[config.mk]
export PLATFORM = sky130hd
export DESIGN_NAME = fft_frame_buffer
export DESIGN_NICKNAME = d
export VERILOG_FILES = /design/src/rtl/fft_pkg.sv /design/src/rtl/fft_frame_bank.sv /design/src/rtl/fft_frame_buffer.sv
export SDC_FILE = /design/constraint.sdc
export NUM_CORES = 1
export LEC_CHECK = 0
export BUFFER_PORTS_ARGS = -buffer_cell sky130_fd_sc_hd__buf_2
export CORE_AREA = 10 10 226 228
export DETAILED_ROUTE_END_ITERATION = 6
export DIE_AREA = 0 0 236 238
export PLACE_DENSITY = 0.69
export SYNTH_ARGS = -nofsm -noshare
export SYNTH_HDL_FRONTEND = slang
export SYNTH_SLANG_ARGS = --single-unit
[constraint.sdc]
create_clock -name clk -period 1.8 [get_ports clk]
set_input_delay 0.09 -clock clk [delete_from_list [all_inputs] [get_ports clk]]
set_output_delay 0.09 -clock clk [all_outputs]
set_load 0.05 [all_outputs]
[src/rtl/fft_pkg.sv]
// Shared types for the FFT front end: per-bank fill state and the default sample type.
package fft_pkg;

    localparam int unsigned DEFAULT_BITS = 32;

    typedef enum logic [1:0] {
        EMPTY   = 2'd0,
        FILLING = 2'd1,
        FULL    = 2'd2
    } bank_state_t;

    typedef logic signed [DEFAULT_BITS-1:0] sample_t;

endpackage

[src/rtl/fft_frame_bank.sv]
// One frame-sized register bank: single indexed write port, whole array visible on the output.
module fft_frame_bank #(
    parameter int unsigned SIZE = 8,
    parameter int unsigned BITS = 32,
    parameter int unsigned IDXW = $clog2(SIZE)
) (
    input  logic                            clk_i,
    input  logic                            rst_ni,
    input  logic                            we_i,
    input  logic [IDXW-1:0]                 idx_i,
    input  logic signed [BITS-1:0]          wdata_i,
    output logic signed [SIZE-1:0][BITS-1:0] data_o
);

    logic signed [SIZE-1:0][BITS-1:0] mem_q;
    logic signed [SIZE-1:0][BITS-1:0] mem_d;

    always_comb begin
        mem_d = mem_q;
        if (we_i) begin
            mem_d[idx_i] = wdata_i;
        end
    end

    always_ff @(posedge clk_i or negedge rst_ni) begin
        if (!rst_ni) begin
            mem_q <= '0;
        end else begin
            mem_q <= mem_d;
        end
    end

    assign data_o = mem_q;

endmodule

[src/rtl/fft_frame_buffer.sv]
// Serial-to-parallel frame assembler with ping-pong banks; one bank fills while the other is held
// on the frame bus until the downstream stage accepts it.
module fft_frame_buffer
    import fft_pkg::*;
#(
    parameter int unsigned SIZE = 8,
    parameter int unsigned BITS = DEFAULT_BITS
) (
    input  logic                             clk,
    input  logic                             rst_n,
    input  logic                             clear,
    input  logic                             in_valid,
    output logic                             in_ready,
    input  logic signed [BITS-1:0]           in_data,
    output logic signed [SIZE-1:0][BITS-1:0] frame,
    output logic                             frame_valid,
    input  logic                             frame_ready,
    output logic [$clog2(SIZE):0]            fill_count
);

    localparam int unsigned IDXW = $clog2(SIZE);
    localparam logic [IDXW-1:0] LAST_IDX = IDXW'(SIZE - 1);

    bank_state_t     state_q [2];
    bank_state_t     state_d [2];
    logic            wr_bank_q, wr_bank_d;
    logic            rd_bank_q, rd_bank_d;
    logic [IDXW-1:0] wr_idx_q,  wr_idx_d;

    logic            wr_fire;
    logic            rd_fire;
    logic            bank_we   [2];
    logic signed [SIZE-1:0][BITS-1:0] bank_data [2];

    for (genvar b = 0; b < 2; b++) begin : g_bank
        fft_frame_bank #(
            .SIZE (SIZE),
            .BITS (BITS),
            .IDXW (IDXW)
        ) u_bank (
            .clk_i   (clk),
            .rst_ni  (rst_n),
            .we_i    (bank_we[b]),
            .idx_i   (wr_idx_q),
            .wdata_i (in_data),
            .data_o  (bank_data[b])
        );
    end

    always_ff @(posedge clk or negedge rst_n) begin
        if (!rst_n) begin
            state_q[0] <= EMPTY;
            state_q[1] <= EMPTY;
            wr_bank_q  <= 1'b0;
            rd_bank_q  <= 1'b0;
            wr_idx_q   <= '0;
        end else begin
            state_q[0] <= state_d[0];
            state_q[1] <= state_d[1];
            wr_bank_q  <= wr_bank_d;
            rd_bank_q  <= rd_bank_d;
            wr_idx_q   <= wr_idx_d;
        end
    end

    // A write and a read can fire together only on different banks: the write bank is
    // never FULL and the read bank must be FULL, so both updates apply independently.
    always_comb begin
        state_d[0] = state_q[0];
        state_d[1] = state_q[1];
        wr_bank_d  = wr_bank_q;
        rd_bank_d  = rd_bank_q;
        wr_idx_d   = wr_idx_q;
        if (clear) begin
            state_d[0] = EMPTY;
            state_d[1] = EMPTY;
            wr_bank_d  = 1'b0;
            rd_bank_d  = 1'b0;
            wr_idx_d   = '0;
        end else begin
            if (wr_fire) begin
                if (wr_idx_q == LAST_IDX) begin
                    state_d[wr_bank_q] = FULL;
                    wr_idx_d           = '0;
                    wr_bank_d          = ~wr_bank_q;
                end else begin
                    state_d[wr_bank_q] = FILLING;
                    wr_idx_d           = wr_idx_q + IDXW'(1);
                end
            end
            if (rd_fire) begin
                state_d[rd_bank_q] = EMPTY;
                rd_bank_d          = ~rd_bank_q;
            end
        end
    end

    always_comb begin
        in_ready    = (state_q[wr_bank_q] != FULL);
        frame_valid = (state_q[rd_bank_q] == FULL);
        frame       = bank_data[rd_bank_q];
        fill_count  = in_ready ? {1'b0, wr_idx_q} : '0;
        wr_fire     = in_valid && in_ready && !clear;
        rd_fire     = frame_valid && frame_ready && !clear;
        bank_we[0]  = wr_fire && (wr_bank_q == 1'b0);
        bank_we[1]  = wr_fire && (wr_bank_q == 1'b1);
    end

endmodule

Word-level counts from Yosys, hierarchy flattened:

Index checks and enable logic that the tools add are counted.

* input port bits: 37
* bits in registers: 521

* add/sub/neg operators: 1
* mux-type cells: 31
* bitwise logic cells: 12
* reductions and logical operators: 14
* eq/ne operators: 3
* magnitude comparators: 6

Operators by type and width (number)
* two-way mux 256 bit: 3
* bitwise mux 256 bit: 2
* demux 32 bit (select 3 bit): 1
* two-way mux 32 bit: 1
* two-way mux 4 bit: 5
* two-way mux 2 bit: 8
* two-way mux 3 bit: 4
* logical AND 1 bit: 9
* nonzero test 2 bit: 3
* two-way mux 1 bit: 5
* AND 2 bit: 2
* AND 4 bit: 1
* demux 2 bit (select 1 bit): 2
* greater-or-equal comparator 2 bit (second input constant): 2
* less-than comparator 2 x 1 -> 1 bit (second input constant): 2
* less-than comparator 3 x 4 -> 1 bit (second input constant): 1
* inverter 1 -> 2 bit: 2
* inverter 2 bit: 2
* inverter 4 bit: 1
* bitwise OR 2 bit: 2
* adder 3 x 1 -> 3 bit (second input constant): 1
* equality test 3 bit (second input constant): 1
* greater-or-equal comparator 3 x 1 -> 1 bit (second input constant): 1
* equality test 2 bit (second input constant): 1
* other kinds (4): 5

Logic depth before layout (Yosys ltp):

Gate-level depths: netlist of run 1.

* depth in word-level cells: 13
* gate-level depth with buffers: 7
* gate-level depth less buffers: 5

By module:

A second synthesis of run 1 with hierarchy kept.

* cell total of the unflattened synthesis: 1450
* area, all modules: 23662.7 µm²

Modules (own cells, without submodules)
* fft_frame_bank: area an instance 9605.5 µm², times used 2, cells each 551
* fft_frame_buffer: area an instance 4451.8 µm², times used 1, cells each 348

Worst setup path before layout of run 1:

Ideal clock, no wire load.

* kind: reg-to-output
* start point: reg rd_bank_q
* end point: out frame_valid
* slack: -0.348 ns
* stages on the path, launching flop included: 5
* required time: 1.710 ns
* data arrival time: 2.058 ns
* cells stage by stage: dfrtp_1 clkbuf_1 clkbuf_1 clkbuf_1 o21ai_0

* word-level cells in the longest chain between the ends: 5

RTL lines
* from (decl): RTL line fft_frame_buffer.sv:27 `logic rd_bank_q, rd_bank_d;`
* from (signal assigned): RTL line fft_frame_buffer.sv:61 `rd_bank_q <= rd_bank_d;`
* inverter 1 -> 2 bit (not written as such): RTL line fft_frame_buffer.sv:100 `frame_valid = (state_q[rd_bank_q] == FULL);`
* two-way mux 2 bit (not written as such) (3 in a row): RTL line fft_frame_buffer.sv:100
* equality test 2 bit: RTL line fft_frame_buffer.sv:100
* to (decl): RTL line fft_frame_buffer.sv:16 `output logic frame_valid,`

No other way between the ends. The select of a mux whose other input is x is not followed.

==> flow_summary_export.csv, run 1 <==
group,metric,value,unit
hold_path,min_delay_worst_endpoint,"g_bank[1].u_bank.data_o[210]$_DFFE_PN0P_",
layout,multi_input_area,0.01055,mm2
layout,stdcell_count,2530,
route,drt-vias-per-instance,5.535,
worst_setup_path,start_kind,"flip-flop",
clocking,cts_buffers,54,
clocking,clock_path_buffers,3,
clocking,cts_max_level,2,
worst_setup_path,worstPathArrival,2080,ps
floorplanning,dieArea,0.05617,mm2
clocking,path_clk_slew,60,ps
route,ant_nets,0,
synth,synth_cell_type_count,34,
timing,post-route-period-util,1.205,
synth,ys_ff_latch,521,
global_routing,grt_max_degree,74,
worst_setup_path,crit_fanout,8,
timing,worst_slack,-368.4,ps
power_and_ir_drop,power.density,1025,mW/mm2
timing,max_slew_margin,0.6419,
floorplanning,start_util,0.4974,
worst_setup_path,crit_required,1710,ps
global_routing,grt-ovfl-total,0,
synth,ys_top_cells_by_count,"mux2_2, dfrtp_1, clkbuf_1, buf_4, mux2_1",
route,wl_per_cell,26.68,um
route,drtPass1Iterations,5,
synth,synth_edf_count,0,
timing,slew_viol_final,0,
placement,place_congestion,0.7834,
placement,place_inst,2351,
timing,rsz0062_at_grt,"yes",
clocking,clkSinkCount,521,
global_routing,antenna_found_initial,0,
synth,synth_area_per_cell,15.66,um2
synth,synth.largest_area_cell,"dfrtp_1",
synth,synth.most_common_cell,"mux2_2",
clocking,clk_latency,590,ps
worst_setup_path,end_kind,"output port",
layout,area_growth,34.44,%
synth,synth_ff_type,"dfrtp_1",
synth,synth.area.top_cells,"dfrtp_1, mux2_2, mux2_1, buf_4, mux2_4",
timing,hold_viol,0,
synth,syn-cell-area,0.02306,mm2
worst_setup_path,rr_endpoint,"g_bank[0].u_bank.data_o[50]$_DFFE_PN0P_",
synth,synth_fp_nets,1512,
floorplanning,core,0.04636,mm2
synth,ys_seq_area_frac,0.5654,
floorplanning,io_pins,299,
placement,place_hpwl,40550,um
floorplanning,rows,79,
hold_path,hold_class,"primary input to flip-flop",
timing,setup_viol_count_final,773,
layout,seq_area,0.01304,mm2
job,drv_cap,0,
layout,final_util,0.6686,
global_routing,grt_usage,0.2156,
synth,yosys_warnings,0,
power_and_ir_drop,p_total,31760,uW
clocking,cts_tree,"yes",
route,num_vias,14000,
timing,worst_slew_pin_slew,537.1,ps
global_routing,grt_pass1_vias,15030,
floorplanning,die_h,238,um
route,drtIter0Drc,801,
floorplanning,chipWidth,236,um
global_routing,grt_first_pass_wirelength,95490,um
hold_path,holdPathStages,2,
route,wirelength,67510,um
hold_path,hp-start,"in_data[18]",
clocking,cts-root-buf,"clkbuf_16",
power_and_ir_drop,p_leak,0.01535,uW
worst_setup_path,crit_type,"flip-flop to output port",
run_status,run_status,"finished, violations left",
run_status,violations,"setup timing",
synth,async_flop_share,1.000,
worst_setup_path,worstRegToRegCells,6,
timing,timing.fmax,461.2,MHz
worst_setup_path,r2r_slack,-310,ps
synth,yosysTopAreaCellShare,0.5654,
timing,layout_min_cycle_time,2168,ps
layout,diodes,0,
placement,io_buffers,297,
layout,drive_gt1_frac,0.6823,
layout,fin_nets,1922,
route,post-route-drc-count,0,
synth,synthCells,1472,
layout,num-fill-cells,3179,
power_and_ir_drop,ir_worst_vdd,0.9297,mV
timing,skew,12.29,ps
worst_setup_path,timing.rr.start,"wr_bank_q$_DFFE_PN0P_",
-- registers in the layout, indices dropped and copies added (netlist names) --
signal,cells
wr_bank_q,1
state_q,4
g_bank.u_bank.data_o,512
rd_bank_q,1
wr_idx_q,3
-- placed cells by master, fill, tap and decap left out, types with 2 or more instances in the layout --
cell / instances
nand2_4: 2
inv_1: 2
buf_12: 61
nor2_1: 6
nand2b_2: 2
nor3_4: 12
dfrtp_1: 519
and2_4: 3
clkbuf_16: 79
a311oi_1: 2
buf_4: 127
clkbuf_8: 16
a21oi_1: 3
nor2b_4: 2
bufinv_16: 2
mux2_1: 21
nor4_4: 4
dlygate4sd3_1: 23
buf_2: 140
mux2_4: 325
ha_1: 3
buf_8: 18
buf_6: 78
nand2b_4: 2
clkbuf_1: 15
clkinv_2: 6
mux2i_1: 2
nand2_1: 6
mux2_2: 423
-- layer usage --
| layer | vias to the layer above | wire length, um | GRT usage |
|---|---|---|---|
| met5 | - | 0 | 0 |
| met1 | 7496 | 30190 | 0.2918 |
| met2 | 363 | 32340 | 0.3503 |
| met3 | 78 | 3577 | 0.04114 |
| met4 | 0 | 1399 | 0.05730 |
| li1 | 6066 | - | - |
-- power by group --
group,leakage [uW],switching (uW),internal (uW)
clock,0.000891,4610,6700
sequential,0.00708,433,12500
combinational,0.00738,4680,2820
-- kinds of logic after synthesis --
logic type               count (synthesis)  share of synthesized area
multiplexers                           771                     0.3797
flip-flops                             521                     0.5654
buffers and inverters                  118                    0.02957
AND/OR/NAND/NOR                         47                    0.01948
AO/OA/AOI/OAI                           11                   0.004016
adder cells (fa/ha/maj)                  3                   0.001628
other                                    1                  0.0001626
-- how the worst max path moves through the flow --
stage                               start                                       end  depth (start not counted)
global route        rd_bank_q$_DFFE_PN0P_                                frame[238]                          5
floorplan           wr_bank_q$_DFFE_PN0P_  g_bank[0].u_bank.data_o[129]$_DFFE_PN0P_                          7
finish              rd_bank_q$_DFFE_PN0P_                                frame[238]                          5
global placement    wr_bank_q$_DFFE_PN0P_   g_bank[0].u_bank.data_o[31]$_DFFE_PN0P_                          7
CTS                 rd_bank_q$_DFFE_PN0P_                                 frame[13]                          5
detailed placement  wr_bank_q$_DFFE_PN0P_   g_bank[0].u_bank.data_o[31]$_DFFE_PN0P_                          7
-- area by class of cell --
class,instances,share of cell area
Sequential cell,521,0.4208
Inverter,2,0.0002422
Clock inverter,9,0.003189
Clock buffer,88,0.05494
Tap cell,607,0.02450
Multi-Input combinational cell,833,0.3405
Timing Repair Buffer,470,0.1559
-- per-stage QoR --
stage	hold slack [ps]	instance area [um2]	setup slack, ps	TNS [ps]
6_report	24.92	31000	-368.4	-147040
5_1_grt	33.78	31000	-403.8	-180280
4_1_cts	1.011	29510	-429.0	-201260
3_5_place_dp	82.87	26610	-300.8	-96790
3_3_place_gp	79.03	26610	-280.5	-84060
2_1_floorplan	-205.6	23810	-110.1	-22010
-- worst max-delay path, stage by stage (launching register included) --
cell and delay (ps):
dfrtp_4 530, buf_12 170, buf_12 140, buf_16 150, mux2_4 320, buf_6 160
-- timing repair --
action                                  in CTS  in global routing
pin swaps                                    0                 14
hold buffers                                23                  0
endpoints found under the hold margin      681                  0
endpoints found under the setup margin     773                773
buffers inserted                             7                 23
gates resized for setup                    241                215
gates cloned                                 2                 29
(Power assumes the default switching activity.)
==> run 2: changes to the inputs <==
--- a/config.mk
+++ b/config.mk
@@ -10,6 +10,7 @@
 export DETAILED_ROUTE_END_ITERATION = 6
 export DIE_AREA = 0 0 236 238
 export PLACE_DENSITY = 0.69
+export SKIP_CTS_REPAIR_TIMING = 1
 export SYNTH_ARGS = -nofsm -noshare
 export SYNTH_HDL_FRONTEND = slang
 export SYNTH_SLANG_ARGS = --single-unit
==> flow_summary_export.csv, run 2 (same netlist as run 1, synthesis figures left out) <==
group,metric,value,unit
run_status,run_status,"finished, violations left",
run_status,violations,"hold timing, setup timing",
worst_setup_path,r2r_slack,-220,ps
power_and_ir_drop,power.density,1076,mW/mm2
timing,worst_slack,-387.5,ps
worst_setup_path,startpoint,"rd_bank_q$_DFFE_PN0P_",
placement,place_congestion,0.7834,
timing,slew_viol_final,0,
power_and_ir_drop,p_leak,0.01457,uW
worst_setup_path,path_depth,4,
floorplanning,io_pins,299,
layout,num-fill-cells,3443,
global_routing,antenna_found_initial,1,
placement,place_area,0.02661,mm2
timing,worst_slew_pin_slew,538.8,ps
timing,hold_viol,15,
clocking,cts_tree,"yes",
route,drtIter0Drc,757,
worst_setup_path,cpPeakStageDelay,490,ps
floorplanning,chipWidth,236,um
worst_setup_path,worstPathArrival,2100,ps
timing,layout_min_cycle_time,2188,ps
layout,diodes,0,
layout,fin_area,0.02875,mm2
worst_setup_path,path_delay_family,"buffers and inverters",
placement,post-place-ws,-300.8,ps
worst_setup_path,worstPathCellList,"buf_12 > buf_16 > mux2_2 > buf_2",
clocking,clkSinkCount,521,
hold_path,hp-start,"in_data[0]",
worst_setup_path,rr_endpoint,"g_bank[0].u_bank.data_o[31]$_DFFE_PN0P_",
timing,post-route-period-util,1.215,
timing,max_slew_margin,0.6408,
route,drt-vias-per-instance,5.466,
route,wl_per_cell,24.48,um
clocking,clock_path_buffers,3,
timing,timing.hold.ws,-10.99,ps
clocking,cts_max_level,2,
route,ant_nets,0,
timing,setup_viol_count_final,773,
worst_setup_path,worstRegToRegCells,7,
worst_setup_path,crit_required,1710,ps
floorplanning,core,0.04636,mm2
layout,largest_reg_flops,512,
timing,skew,11.45,ps
floorplanning,die_h,238,um
floorplanning,start_util,0.4974,
worst_setup_path,start_kind,"flip-flop",
global_routing,grt_max_degree,74,
route,wirelength,60380,um
global_routing,grt_usage,0.2114,
global_routing,grt-ovfl-total,0,
timing,rsz0062_at_grt,"yes",
worst_setup_path,timing.rr.start,"state_q[1]$_DFF_PN0_",
clocking,cts_buffers,54,
worst_setup_path,critical_path_buf_inv_count,3,
floorplanning,rows,79,
worst_setup_path,crit_fanout,22,
hold_path,hold_class,"primary input to flip-flop",
route,post-route-drc-count,0,
worst_setup_path,critPathCapture,"frame[11]",
worst_setup_path,crit_type,"flip-flop to output port",
clocking,path_clk_slew,60,ps
job,drv_cap,0,
global_routing,grt_pass1_vias,14740,
placement,place_hpwl,40550,um
route,num_vias,13490,
worst_setup_path,end_kind,"output port",
layout,final_util,0.6201,
global_routing,grt_first_pass_wirelength,93720,um
route,drtPass1Iterations,4,
power_and_ir_drop,p_total,30940,uW
layout,fin_nets,1859,
floorplanning,dieArea,0.05617,mm2
timing,fin_setup_tns,-140350,ps
layout,final_common_cell,"mux2_2",
timing,timing.fmax,457.1,MHz
placement,io_buffers,297,
worst_setup_path,slowest_stage,"dfrtp_4",
clocking,clk_latency,590,ps
power_and_ir_drop,ir_worst_vdd,0.9297,mV
layout,drive_gt1_frac,0.6769,
layout,area_growth,24.67,%
layout,layout_common_cells,"mux2_2, dfrtp_1, buf_2",
clocking,cts-root-buf,"clkbuf_16",
## run 2: worst min-delay path by stage
stage	endpoint	slack (ps)	depth (start not counted)
finish	g_bank[1].u_bank.data_o[192]$_DFFE_PN0P_	-10	2
global route	g_bank[1].u_bank.data_o[192]$_DFFE_PN0P_	1	2
CTS	g_bank[0].u_bank.data_o[161]$_DFFE_PN0P_	-550	1
detailed placement	g_bank[0].u_bank.data_o[161]$_DFFE_PN0P_	80	1
global placement	g_bank[1].u_bank.data_o[37]$_DFFE_PN0P_	80	1
floorplan	g_bank[0].u_bank.data_o[0]$_DFFE_PN0P_	-210	0
## run 2: routing by layer
metal	GRT usage	routed length, um	vias to the layer above
li1	-	-	5943
met1	0.2872	27070	7182
met2	0.3420	29070	290
met3	0.04182	3071	68
met4	0.05381	1157	2
met5	0	17	-
## run 2: final cells by class
class,instances,area (um2),area share
clock inverter,9,98.84,0.003439
clock buffer,88,1703,0.05924
inverter,2,7.507,0.0002612
timing repair buffer,407,3144,0.1094
sequential,521,13040,0.4537
tap,607,759.5,0.02642
multi-input combinational,833,9990,0.3475
## run 2: worst reg2reg max path: cells and delay by family (launching register included)
kind / cells / cell delay (ps)
buffers and inverters: 3 / 520
and+or+nand+nor: 2 / 480
DFF: 1 / 380
muxes: 1 / 340
AOI/OAI and AO/OA: 1 / 170
## run 2: stage by stage
stage,std cells,hold slack [ps]
floorplan,1472,-205.6
global placement,2351,79.03
detailed placement,2351,82.87
CTS,2448,-553.7
global route,2467,1.016
finish,2467,-10.99
## run 2: report_power, final
group	total [uW]	switching, uW	leakage, uW	internal (uW)
sequential	12900	412	0.00708	12500
combinational	6740	4560	0.00659	2180
clock	11300	4570	0.000891	6700
